[src/rtl/pipeline_pkg.sv]
// Shared types and constants for the pipeline stream endpoints.
package pipeline_pkg;
  localparam int VALUE_W = 8;
  typedef logic [VALUE_W-1:0] value_t;

  // Fibonacci taps 8,6,5,4 expressed as a mask over lfsr[7:0].
  localparam logic [7:0] LFSR_TAPS      = 8'hB8;
  localparam value_t     FIRST_EXPECTED = 8'd1;

  function automatic logic [7:0] lfsr_step(input logic [7:0] s);
    return {s[6:0], ^(s & LFSR_TAPS)};
  endfunction
endpackage

[src/rtl/pipeline_if.sv]
// Valid/ready stream. A beat transfers on a rising edge where valid & ready.
// The master holds value stable while valid & ~ready; ready never depends on valid.
interface pipeline_if #(parameter int WIDTH = 8);
  logic [WIDTH-1:0] value;
  logic             valid;
  logic             ready;

  modport master (output value, output valid, input ready);
  modport slave  (input value, input valid, output ready);
endinterface

[src/rtl/pipeline_skid_buffer.sv]
// Two-entry (main + skid) buffer whose ready output is a register, so upstream
// ready has no combinational path from downstream pop.
module pipeline_skid_buffer #(
  parameter int WIDTH = 8
) (
  input  logic             clock,
  input  logic             reset,
  input  logic [WIDTH-1:0] in_value,
  input  logic             in_valid,
  output logic             in_ready,
  output logic [WIDTH-1:0] main_value,
  output logic             main_valid,
  input  logic             pop
);
  logic [WIDTH-1:0] main_q, main_d, skid_q, skid_d;
  logic             main_valid_q, main_valid_d, skid_valid_q, skid_valid_d;
  logic             accept;

  assign accept     = in_valid & in_ready;
  assign main_value = main_q;
  assign main_valid = main_valid_q;

  // in_ready is low whenever skid is full, so pop with a full skid never sees an accept.
  always_comb begin
    main_d       = main_q;
    main_valid_d = main_valid_q;
    skid_d       = skid_q;
    skid_valid_d = skid_valid_q;
    if (pop && main_valid_q) begin
      if (skid_valid_q) begin
        main_d       = skid_q;
        skid_valid_d = 1'b0;
      end else begin
        main_d       = in_value;
        main_valid_d = accept;
      end
    end else if (accept) begin
      if (main_valid_q) begin
        skid_d       = in_value;
        skid_valid_d = 1'b1;
      end else begin
        main_d       = in_value;
        main_valid_d = 1'b1;
      end
    end
  end

  always_ff @(posedge clock) begin
    if (reset) begin
      main_q       <= '0;
      main_valid_q <= 1'b0;
      skid_q       <= '0;
      skid_valid_q <= 1'b0;
      in_ready     <= 1'b0;
    end else begin
      main_q       <= main_d;
      main_valid_q <= main_valid_d;
      skid_q       <= skid_d;
      skid_valid_q <= skid_valid_d;
      in_ready     <= ~skid_valid_d;
    end
  end
endmodule

[src/rtl/pipeline_input.sv]
// Stream sink: skid-buffered accept, LFSR-throttled consume, and an
// incrementing-sequence checker reporting count, errors and last value.
module pipeline_input
  import pipeline_pkg::*;
#(
  parameter int         WIDTH    = 8,
  parameter int         CNT_W    = 16,
  parameter int         ERR_W    = 8,
  parameter bit         STALL_EN = 1'b1,
  parameter logic [7:0] SEED     = 8'hA5
) (
  input  logic             clock,
  input  logic             reset,
  pipeline_if.slave        stream,
  output logic [CNT_W-1:0] o_count,
  output logic [ERR_W-1:0] o_errors,
  output logic             o_mismatch,
  output logic [WIDTH-1:0] o_last
);
  if (SEED == 8'h00) begin : g_seed_check
    $error("pipeline_input: SEED must be nonzero");
  end

  logic [7:0]       lfsr;
  logic             en;
  logic             consume;
  logic [WIDTH-1:0] main_value;
  logic             main_valid;
  logic [WIDTH-1:0] expected;

  pipeline_skid_buffer #(.WIDTH(WIDTH)) u_skid (
    .clock      (clock),
    .reset      (reset),
    .in_value   (stream.value),
    .in_valid   (stream.valid),
    .in_ready   (stream.ready),
    .main_value (main_value),
    .main_valid (main_valid),
    .pop        (consume)
  );

  // Stall when the low three LFSR bits are all zero: roughly one cycle in eight.
  assign en      = STALL_EN ? (lfsr[2:0] != 3'b000) : 1'b1;
  assign consume = main_valid & en;

  always_ff @(posedge clock) begin
    if (reset) lfsr <= SEED;
    else       lfsr <= lfsr_step(lfsr);
  end

  always_ff @(posedge clock) begin
    if (reset) begin
      expected   <= WIDTH'(FIRST_EXPECTED);
      o_count    <= '0;
      o_errors   <= '0;
      o_mismatch <= 1'b0;
      o_last     <= '0;
    end else begin
      o_mismatch <= 1'b0;
      if (consume) begin
        o_last   <= main_value;
        o_count  <= o_count + CNT_W'(1);
        // Resynchronise on the received value so one bad beat costs one error.
        expected <= main_value + WIDTH'(1);
        if (main_value != expected) begin
          o_mismatch <= 1'b1;
          if (o_errors != '1) o_errors <= o_errors + ERR_W'(1);
        end
      end
    end
  end
endmodule

[src/flat_wrapper.sv]
// flat-port wrapper written by rule: the top's interface ports become plain ports
module pipeline_input_flat import pipeline_pkg::*;
#(
  parameter int         WIDTH    = 8,
  parameter int         CNT_W    = 16,
  parameter int         ERR_W    = 8,
  parameter bit         STALL_EN = 1'b1,
  parameter logic [7:0] SEED     = 8'hA5
)
  (clock, reset, o_count, o_errors, o_mismatch, o_last, stream_value, stream_valid, stream_ready);
  pipeline_if #(.WIDTH(WIDTH)) stream_i ();
  input  logic clock;
  input  logic reset;
  output logic [CNT_W-1:0] o_count;
  output logic [ERR_W-1:0] o_errors;
  output logic o_mismatch;
  output logic [WIDTH-1:0] o_last;
  input wire logic [$bits(stream_i.value)-1:0] stream_value;
  input wire logic [$bits(stream_i.valid)-1:0] stream_valid;
  output wire logic [$bits(stream_i.ready)-1:0] stream_ready;
  assign stream_i.value = stream_value;
  assign stream_i.valid = stream_valid;
  assign stream_ready = stream_i.ready;
  pipeline_input #(.WIDTH(WIDTH), .CNT_W(CNT_W), .ERR_W(ERR_W), .STALL_EN(STALL_EN), .SEED(SEED)) u_core (.clock(clock), .reset(reset), .stream(stream_i), .o_count(o_count), .o_errors(o_errors), .o_mismatch(o_mismatch), .o_last(o_last));
endmodule
[config.mk]
export PLATFORM = sky130hd
export DESIGN_NAME = pipeline_input_flat
export DESIGN_NICKNAME = d
export VERILOG_FILES = /design/src/rtl/pipeline_pkg.sv /design/src/rtl/pipeline_if.sv /design/src/rtl/pipeline_skid_buffer.sv /design/src/rtl/pipeline_input.sv /design/src/flat_wrapper.sv
export SDC_FILE = /design/constraint.sdc
export NUM_CORES = 1
export LEC_CHECK = 0
export ABC_AREA = 1
export CORE_MARGIN = 2
export CORE_UTILIZATION = 40
export CTS_BUF_LIST = sky130_fd_sc_hd__clkbuf_8
export CTS_CLUSTER_SIZE = 14
export DETAILED_ROUTE_END_ITERATION = 16
export REMOVE_ABC_BUFFERS = 1
export SYNTH_ARGS = -nofsm -noshare
export SYNTH_HDL_FRONTEND = slang
export SYNTH_SLANG_ARGS = --single-unit
[constraint.sdc]
create_clock -name clock -period 3.44 [get_ports clock]
set_input_delay 0.688 -clock clock [delete_from_list [all_inputs] [get_ports clock]]
set_output_delay 0.688 -clock clock [all_outputs]
set_load 0.01 [all_outputs]
# == After elaboration in Yosys (flattened, before gate mapping) ==
# Cells that the tools add are included.
# word_totals
wordCells,43
regBits,68
# classes
eq_ne,4
n_addsub,3
mux,11
n_reduce_logical,9
bitwise_logic,5
# ops
operator,n
two-way mux 8 bit,4
adder 16 x 1 -> 16 bit (second input constant),1
adder 8 x 1 -> 8 bit (second input constant),2
!= test 8 bit,1
!= test 8 bit (second input constant),1
parity 8 bit,1
two-way mux 1 bit,7
AND reduction 3 bit,2
AND reduction 2 bit,2
inverter 1 bit,3
nonzero test 3 bit,1
AND 1 bit,2
!= test 2 x 1 -> 1 bit (second input constant),1
!= test 2 bit (second input constant),1
nonzero test 2 bit,1
OR reduction 2 bit,1
logical AND 1 bit,1

# == Depth between registers and ports, before layout ==
# Gate-level depths: netlist (run 1).
# logic_depth
depth_word,5
depth_mapped,11
ltp_nobuf,10

# == Cells and area by module ==
# Synthesis (run 1) repeated with hierarchy kept, for this count alone.
# unflattened
hier_cells,481
area_unflattened_um2,3357.0
# by_module_without_submodules
module,n_inst,seq_area_each_um2,cells_per_inst,area_each_um2
pipeline_input,1,980.9,334,2356.0
pipeline_skid_buffer,1,380.4,147,1001.0

# == Least setup slack after synthesis (run 1) ==
# Ideal clock, no wire load.
# synth_timing
path_type,input to register
from,input port stream_valid
to,register u_core.u_skid.main_q[0] (netlist: u_core.u_skid.main_value[0])
cell_stages,5
required_ns,3.323
slack_ns,1.973
arrival_ns,1.350
cell_sequence,nand2_1 > o21ai_1 > inv_2 > nor2_1 > nor2_1
# synth_between
elab_chain_cells,3
# synth_lines
item,line,rtl
"start, declared",flat_wrapper.sv:19,input wire logic [$bits(stream_i.valid)-1:0] stream_valid;
AND 1 bit,pipeline_skid_buffer.sv:19,assign accept = in_valid & in_ready;
nonzero test 2 bit (no source line),--,
AND reduction 2 bit (no source line),--,
"end signal, assigned",pipeline_skid_buffer.sv:56,main_q <= main_d;
"end, declared",pipeline_skid_buffer.sv:15,"logic [WIDTH-1:0] main_q, main_d, skid_q, skid_d;"
# No other way between the ends.
# A chain may end at the register's enable or synchronous reset.

# == Worst setup path in the final report (run 1) ==
# layout_timing
from,register u_core.o_errors[6]
to,output port o_errors[6]
# layout_lines
item,line,rtl
"start, declared",pipeline_input.sv:16,"output logic [ERR_W-1:0] o_errors,"
"start signal, assigned",pipeline_input.sv:67,if (o_errors != '1) o_errors <= o_errors + ERR_W'(1);
"end, declared",flat_wrapper.sv:15,output logic [ERR_W-1:0] o_errors;
# No word-level cell between the ends.

==> results of run 1 <==
==> sequential cells by signal, summed over array words and instances (netlist names), 8 cells and up <==
register / cells
u_core.o_count: 16
u_core.u_skid.skid_q: 8
u_core.expected: 8
u_core.lfsr: 8
u_core.o_errors: 8
u_core.u_skid.main_value: 8
u_core.o_last: 8
==> final cells by class <==
cell class | instances | area [um2] | share of cell area (%)
clock buffer | 13 | 178.9 | 4.786
clock inverter | 3 | 42.54 | 1.138
inverter | 50 | 187.7 | 5.020
multi-input combinational | 291 | 1389 | 37.15
sequential | 68 | 1361 | 36.41
tap | 99 | 123.9 | 3.313
timing repair buffer | 46 | 455.4 | 12.18
==> worst max-delay path by stage <==
stage / from / end / depth (start not counted)
after detailed placement: reset / u_core.u_skid.skid_q[5] / 6
after floorplan: reset / u_core.expected[2] / 3
after CTS: u_core.lfsr[0] / u_core.o_count[14] / 9
final: u_core.o_errors[6] / o_errors[6] / 1
after global routing: u_core.lfsr[2] / u_core.o_count[13] / 10
after global placement: reset / u_core.o_last[7] / 6
==> metrics by stage <==
stage               util (%)  hold slack, ps  cell area [um2]  std cells
floorplan                  -           389.5             2938        409
global placement       48.23           394.7             3517        554
detailed placement     48.23           397.8             3517        554
CTS                    51.27           416.3             3739        570
global route           51.27           448.5             3739        570
finish                 51.27           412.6             3739        570
==> cell families (layout without fill, tap and decap cells) <==
logic type,Yosys count,in the layout,synth area share [%]
AO/OA/AOI/OAI,77,77,12.91
XOR/XNOR,10,10,2.886
adder cells (fa/ha/maj),3,3,1.237
buffers and inverters,66,112,9.360
flip-flops,68,68,44.87
AND/OR/NAND/NOR,201,201,28.74
==> where the power goes <==
group	switching (uW)	internal, uW	leakage [uW]
logic	83.0	68.1	0.000910
registers	27.7	819	0.000555
clock network	294	413	0.000112
==> layout by cell type (no fill, tap or decap) <==
cell type,Yosys,layout
sky130_fd_sc_hd__a21oi_1,34,34
sky130_fd_sc_hd__a31oi_1,2,2
sky130_fd_sc_hd__and3_1,1,1
sky130_fd_sc_hd__buf_4,2,2
sky130_fd_sc_hd__bufinv_16,0,1
sky130_fd_sc_hd__clkbuf_8,0,13
sky130_fd_sc_hd__clkdlybuf4s50_1,0,44
sky130_fd_sc_hd__clkinv_2,0,1
sky130_fd_sc_hd__clkinvlp_4,0,1
sky130_fd_sc_hd__dfxtp_1,68,68
sky130_fd_sc_hd__ha_1,3,3
sky130_fd_sc_hd__inv_1,46,46
sky130_fd_sc_hd__inv_2,4,4
sky130_fd_sc_hd__nand2_1,72,72
sky130_fd_sc_hd__nand2_2,4,4
sky130_fd_sc_hd__nand2_4,1,1
sky130_fd_sc_hd__nand3_1,19,19
sky130_fd_sc_hd__nand3_2,2,2
sky130_fd_sc_hd__nand3b_1,2,2
sky130_fd_sc_hd__nand4_1,5,5
sky130_fd_sc_hd__nand4_2,1,1
sky130_fd_sc_hd__nor2_1,79,79
sky130_fd_sc_hd__nor2_2,4,4
sky130_fd_sc_hd__nor2_4,1,1
sky130_fd_sc_hd__nor3_1,8,8
sky130_fd_sc_hd__o21ai_0,39,39
sky130_fd_sc_hd__o21ai_1,1,1
sky130_fd_sc_hd__o221ai_1,1,1
sky130_fd_sc_hd__or2_2,2,2
sky130_fd_sc_hd__xnor2_1,5,5
sky130_fd_sc_hd__xor2_1,5,5
==> metal layers <==
layer,global-route usage (%),up-vias,wire [um]
met1,19.74,1186,3073
met4,6.818,0,91
li1,-,1447,-
met3,3.651,10,236
met5,0,-,0
met2,22.90,55,2611
==> flow_summary.ini, run 1 <==
[run_status]
outcome = completed

[power_and_ir_drop]
power.total_uw = 1705
cellPowerDensity_nw_per_um2 = 456.1
max-vdd-ir-drop_v = 0.0002144
power.leakage_uw = 0.001576

[drt]
total_via_count_after_detailed_routing = 2698
post-route-drc-count = 0
vias_per_std_cell = 4.733
ant_nets = 0
drt_iter0_drc = 123
drt-total-wl_um = 6013
routed_length_per_placed_instance_um = 10.55
detailedRoute.firstPassIterationCount = 4

[finish]
final_layout_size_suffix_gt1_share_pct = 7.856
fillCellCount = 774
area_growth_syn_to_layout_pct = 23.22
final_net_count = 480
antennaDiodeCount = 0

[sta]
finalCritPeriodShare_pct = 58.82
fin_skew_ps = 7.801
max_slew_margin_pct = 62.16
timing.final.ws_setup_ps = 1417
grt_setup_unrepaired = no
period_minus_slack_ps = 2023
totalNegativeSetupSlack_ps = 0
timing.final.hold_violations = 0
timing_worst_slew_pin_value_ps = 566.7
achievable-frequency_mhz = 494.3
finalSetupViolations = 0
drv_slew = 0

[logic_synthesis]
post_synth.cell_area_avg_um2 = 7.139
synth_largest_area_cell = sky130_fd_sc_hd__dfxtp_1
yosys_warnings = 0
synth_most_common_cell = sky130_fd_sc_hd__nor2_1
synth.top_cell.area_share_pct = 44.87
yosys.cell_types.count = 30
gate_count_after_technology_mapping = 425
synth_async_sr_flop_share_pct = 0
synth_flop_cell = sky130_fd_sc_hd__dfxtp_1
synth_seq_cells = 68
synth_area_leaders = sky130_fd_sc_hd__dfxtp_1, sky130_fd_sc_hd__nor2_1, sky130_fd_sc_hd__nand2_1
synth_area_um2 = 3034
synth.yosys.seq_area_share_pct = 44.87
post_synth_edffs = 0
post_synth_most_frequent_cells = sky130_fd_sc_hd__nor2_1, sky130_fd_sc_hd__nand2_1, sky130_fd_sc_hd__dfxtp_1

[cts]
hold_buffers = 0
numCtsBuffers = 9
cts_resized = 0
clkLatencyLatePin_ps = 330
cts_htree_levels = 3
post-cts-setup-buffers = 0
cts_root_buf = sky130_fd_sc_hd__clkbuf_8
cts.clk_slew.worst_paths_ps = 70
cts.sink_count = 68
ctsLongestPathBuffers = 2
clock_tree_from_tritoncts = built

[worst_setup_path]
start_kind = flip-flop
worst_endpoint_data_arrival_time_ps = 1340
cp_max_fo = 6
worstRegToRegCells = 9
regToRegStartpoint = u_core.lfsr[2]
critPathSlowestCell = sky130_fd_sc_hd__clkdlybuf4s50_1
worstPathRequired_ps = 2750
r2r-end = u_core.o_count[14]
worstSetupEndpointType = primary output
cp_cell_sequence = clkdlybuf4s50_1
critical_path_buf_inv_count = 1
r2r_setup_slk_ps = 1440
critPathMaxStageDelay_ps = 570
critical-path-top-delay-family = buffers and inverters
path_type_of_the_worst_setup_path = flip-flop to primary output

[placed_design]
place.port_buffers = 44
pre_cts_slack_ps = 1269
gp_congestion = 0.7660
dp.final_hpwl_um = 4029

[hold_path]
hold-path-cell-count = 1
holdCritPathClass = flip-flop to flip-flop
worst_hold_startpoint = u_core.lfsr[6]
min_to = u_core.lfsr[7]

[grt]
grt_overflow_total = 0
initial_antenna_violation_count = 0
grt_max_degree = 50
wire_length_of_the_first_global_routing_pass_um = 10230
globalRouteTotalUtil_pct = 14.91
first_global_vias = 2312

[floorplanning]
fp.dieW_um = 91.10
boundaryPins = 45
core_region_area_um2 = 7292
initial_utilization_pct = 41.61
fp-row-count = 31
die_y_um = 91.10
die_area_um2 = 8298

[flow_run]
max_cap_viol = 0
(Power assumes the default switching activity.)
==> run 2, diff against run 1 <==
- clock period: 3.44 -> 1.76 ns (I/O delays scaled with it)
==> flow_summary.ini, run 2 (synthesis gave the netlist of run 1 again) <==
[cts]
numCtsBuffers = 9
cts.sink_count = 68
clkLatencyLatePin_ps = 340
cts_htree_levels = 3
post-cts-setup-buffers = 0
hold_buffers = 0
cts.clk_slew.worst_paths_ps = 70
ctsLongestPathBuffers = 2
cts_root_buf = sky130_fd_sc_hd__clkbuf_8
cts_resized = 0
clock_tree_from_tritoncts = built

[worst_setup_path]
cp_cell_sequence = clkdlybuf4s50_1
regToRegStartpoint = u_core.lfsr[0]
critical-path-top-delay-family = buffers and inverters
worst_endpoint_data_arrival_time_ps = 1330
critPathMaxStageDelay_ps = 580
r2r-end = u_core.o_count[14]
worstSetupEndpointType = primary output
cp_max_fo = 6
r2r_setup_slk_ps = 230
start_kind = flip-flop
path_type_of_the_worst_setup_path = flip-flop to primary output
critPathSlowestCell = sky130_fd_sc_hd__clkdlybuf4s50_1
worstPathRequired_ps = 1410
worstRegToRegCells = 9
critical_path_buf_inv_count = 1

[drt]
vias_per_std_cell = 4.602
drt_iter0_drc = 136
post-route-drc-count = 0
drt-total-wl_um = 6104
total_via_count_after_detailed_routing = 2651
ant_nets = 0
detailedRoute.firstPassIterationCount = 4
routed_length_per_placed_instance_um = 10.60

[power_and_ir_drop]
p_switching_uw = 787.8
max-vdd-ir-drop_v = 0.0006770
power.leakage_uw = 0.001606
share_seq_of_total_power_pct = 50.7
cellPowerDensity_nw_per_um2 = 862.5
comb_power_share_pct = 9.7
switching_share_pct = 24.18
power_report.internal_total_uw = 2470
pwr-share-clk_pct = 39.6

[sta]
totalNegativeSetupSlack_ps = 0
max_slew_margin_pct = 76.36
finalSetupViolations = 0
timing.final.hold_violations = 0
grt_setup_unrepaired = no
achievable-frequency_mhz = 593.7
timing_worst_slew_pin_value_ps = 351.9
drv_slew = 0
period_minus_slack_ps = 1684
finalCritPeriodShare_pct = 95.70
fin_skew_ps = 8.030

[finish]
largest_reg_flops = 16
antennaDiodeCount = 0
layout_common_cells = sky130_fd_sc_hd__nor2_1, sky130_fd_sc_hd__nand2_1, sky130_fd_sc_hd__dfxtp_1
mostFrequentLayoutCell = sky130_fd_sc_hd__nor2_1
final_util_pct = 51.80
fillCellCount = 759
area_growth_syn_to_layout_pct = 24.49
max_flop_register = u_core.o_count
final_net_count = 486
final_layout_size_suffix_gt1_share_pct = 8.805

[placed_design]
place.port_buffers = 44
gp_congestion = 0.7580
dp.final_hpwl_um = 4369

[hold_path]
hold-path-cell-count = 1
min_to = u_core.lfsr[7]
holdCritPathClass = flip-flop to flip-flop
worst_hold_startpoint = u_core.lfsr[6]

[grt]
grt_overflow_total = 0
initial_antenna_violation_count = 0
first_global_vias = 2354
grt_max_degree = 50
globalRouteTotalUtil_pct = 15.44
wire_length_of_the_first_global_routing_pass_um = 10520

[floorplanning]
fp.dieW_um = 91.10
fp-row-count = 31
boundaryPins = 45
initial_utilization_pct = 41.61
die_y_um = 91.10
die_area_um2 = 8298
core_region_area_um2 = 7292

[run_status]
outcome = completed

[flow_run]
max_cap_viol = 0
[run 2: stage by stage]
step,worst slack (ps),cells,total power [uW],hold slack [ps],instance area [um2]
floorplan,183.0,409,1868,389.5,2938
global placement,217.3,560,2001,393.4,3575
detailed placement,157.2,560,2008,401.3,3575
CTS,53.11,576,3310,421.8,3777
global route,8.795,576,3426,425.4,3777
finish,75.75,576,3258,418.5,3777
[run 2: power by group through the flow]
stage / Combinational, uW / Sequential [uW] / Clock, uW
3_5_place_dp: 321 / 1690 / 0
3_3_place_gp: 315 / 1690 / 0
6_report: 317 / 1650 / 1290
2_1_floorplan: 181 / 1690 / 0
5_1_grt: 362 / 1660 / 1400
4_1_cts: 322 / 1650 / 1340
[run 2: cell type report]
| class | instances | area, um2 | share of cell area [%] |
|---|---|---|---|
| well taps | 99 | 123.9 | 3.279 |
| clock buffers | 11 | 151.4 | 4.008 |
| clock inverters | 5 | 51.30 | 1.358 |
| flip-flops and latches | 68 | 1361 | 36.04 |
| inverters | 50 | 187.7 | 4.969 |
| multi-input cells | 291 | 1389 | 36.77 |
| repair buffers | 52 | 513.0 | 13.58 |
[run 2: worst max path at each step]
| stage | startpoint | end | slack [ps] | cells after the start |
|---|---|---|---|---|
| global route | u_core.o_errors[6] | o_errors[6] | 9 | 1 |
| detailed placement | stream_valid | u_core.u_skid.skid_q[2] | 160 | 7 |
| floorplan | u_core.lfsr[2] | u_core.o_count[12] | 180 | 9 |
| global placement | stream_valid | u_core.u_skid.skid_q[7] | 220 | 7 |
| CTS | u_core.o_errors[6] | o_errors[6] | 50 | 1 |
| finish | u_core.o_count[4] | o_count[4] | 80 | 1 |
[run 2: per-layer routing]
metal	GRT usage, %	routed length [um]
met5	0	0
met4	5.051	61
met3	5.228	281
met2	23.77	2652
met1	20.33	3108
==> run 3, diff against run 2 <==
- clock period: 1.76 -> 1.6 ns (I/O delays scaled with it)
==> flow_summary.ini, run 3 (synthesis gave the netlist of run 1 again) <==
[cts]
hold_buffers = 0
numCtsBuffers = 9
cts_root_buf = sky130_fd_sc_hd__clkbuf_8
cts_htree_levels = 3
cts.sink_count = 68
ctsLongestPathBuffers = 2
clkLatencyLatePin_ps = 340
cts.clk_slew.worst_paths_ps = 80
clock_tree_from_tritoncts = built

[power_and_ir_drop]
switching_share_pct = 22.76
share_seq_of_total_power_pct = 44.9
comb_power_share_pct = 8.8
power_report.internal_total_uw = 3115
p_switching_uw = 918.1
cellPowerDensity_nw_per_um2 = 1038
max-vdd-ir-drop_v = 0.0005029
power.leakage_uw = 0.001863
pwr-share-clk_pct = 46.2

[drt]
post-route-drc-count = 0
routed_length_per_placed_instance_um = 10.87
drt-total-wl_um = 6271
detailedRoute.firstPassIterationCount = 4
vias_per_std_cell = 4.634
total_via_count_after_detailed_routing = 2674
ant_nets = 0
drt_iter0_drc = 130

[sta]
finalSetupViolations = 0
timing_worst_slew_pin_value_ps = 247.1
totalNegativeSetupSlack_ps = 0
max_slew_margin_pct = 83.51
drv_slew = 0
period_minus_slack_ps = 1565
finalCritPeriodShare_pct = 97.83
grt_setup_unrepaired = no
achievable-frequency_mhz = 638.8
timing.final.ws_setup_ps = 34.67
timing.final.hold_violations = 0
fin_skew_ps = 9.459

[finish]
final_layout_size_suffix_gt1_share_pct = 11.09
mostFrequentLayoutCell = sky130_fd_sc_hd__nor2_1
antennaDiodeCount = 0
area_growth_syn_to_layout_pct = 28.04
max_flop_register = u_core.o_count
design_area_um2 = 3885
final_net_count = 487
layout_common_cells = sky130_fd_sc_hd__nor2_1, sky130_fd_sc_hd__nand2_1, sky130_fd_sc_hd__dfxtp_1
largest_reg_flops = 16

[grt]
grt_overflow_total = 0
first_global_vias = 2433
globalRouteTotalUtil_pct = 16.09
initial_antenna_violation_count = 0
wire_length_of_the_first_global_routing_pass_um = 10980
grt_max_degree = 50

[run_status]
outcome = completed

[worst_setup_path]
critPathSlowestCell = sky130_fd_sc_hd__clkdlybuf4s50_1
worst_endpoint_data_arrival_time_ps = 1250
critical-path-top-delay-family = buffers and inverters
cp_cell_sequence = clkdlybuf4s50_1
worstPathRequired_ps = 1280
path_type_of_the_worst_setup_path = flip-flop to primary output
cp_max_fo = 5
critPathMaxStageDelay_ps = 540
r2r_setup_slk_ps = 190
worstSetupEndpointType = primary output
start_kind = flip-flop
critical_path_buf_inv_count = 1

[floorplanning]
initial_utilization_pct = 41.61
core_region_area_um2 = 7292
fp.dieW_um = 91.10
boundaryPins = 45
die_y_um = 91.10
die_area_um2 = 8298
fp-row-count = 31

[placed_design]
gp_congestion = 0.7541
place_area_um2 = 3595
dp.final_hpwl_um = 4275
pre_cts_slack_ps = 52.73
place.port_buffers = 44

[hold_path]
holdCritPathClass = flip-flop to flip-flop

[flow_run]
max_cap_viol = 0
## run 3: cell count changes in the layout (fill, tap and decap cells not counted), moves of 2 or more
cell / change
sky130_fd_sc_hd__clkbuf_8: -2
sky130_fd_sc_hd__bufinv_16: +3
sky130_fd_sc_hd__dlymetal6s2s_1: +8
sky130_fd_sc_hd__clkdlybuf4s50_1: -21
sky130_fd_sc_hd__dfxtp_1: -8
sky130_fd_sc_hd__dlygate4sd2_1: +13
sky130_fd_sc_hd__dfxtp_2: +8
## run 3: final timing paths
check | startpoint | to | cells past startpoint
worst max-delay path | u_core.o_count[7] | o_count[7] | 1
worst min-delay path | u_core.lfsr[6] | u_core.lfsr[7] | 1
worst max register to register | u_core.lfsr[2] | u_core.o_count[14] | 9
worst min register to register | u_core.lfsr[6] | u_core.lfsr[7] | 1
## run 3: stage by stage
stage | total power, uW | hold slack (ps) | instances | util [%]
2_1_floorplan | 2055 | 389.1 | 409 | -
3_3_place_gp | 2211 | 393.4 | 561 | 49.30
3_5_place_dp | 2216 | 396.8 | 561 | 49.30
4_1_cts | 4086 | 415.7 | 577 | 52.80
5_1_grt | 4212 | 439.0 | 577 | 53.28
6_report | 4033 | 412.5 | 577 | 53.28
## run 3: layout make-up
class / count / area [um2]
clock buffers: 9 / 123.9
clock inverters: 7 / 138.9
fillers: 762 / 3407
inverters: 50 / 187.7
multi-input cells: 291 / 1403
flip-flops and latches: 68 / 1371
well taps: 99 / 123.9
repair buffers: 53 / 536.8
## run 3: layer usage
layer / GRT usage [%] / vias to the layer above / routed length (um)
li1: - / 1448 / -
met1: 21.73 / 1156 / 3218
met3: 3.071 / 13 / 233
met2: 24.51 / 57 / 2678
met5: 0 / - / 0
met4: 8.081 / 0 / 140
## run 3: what timing repair did
action / 4_1_cts / 5_1_grt
gates cloned: 0 / 0
setup buffers: 0 / 0
setup endpoints to repair: 19 / 12
pin swaps: 0 / 0
gates resized for setup: 20 / 11
## run 3: worst register-to-register path, delay by kind of cell (launching register included)
| kind | cells | cell delay (ps) |
|---|---|---|
| buffers and inverters | 2 | 210 |
| DFF | 1 | 310 |
| and+or+nand+nor | 7 | 790 |
## run 3: power groups by stage
stage	combinational (uW)	sequential, uW	clock (uW)
floorplan	199	1860	0
global placement	359	1850	0
detailed placement	363	1850	0
CTS	360	1810	1910
global route	412	1820	1980
finish	357	1810	1860
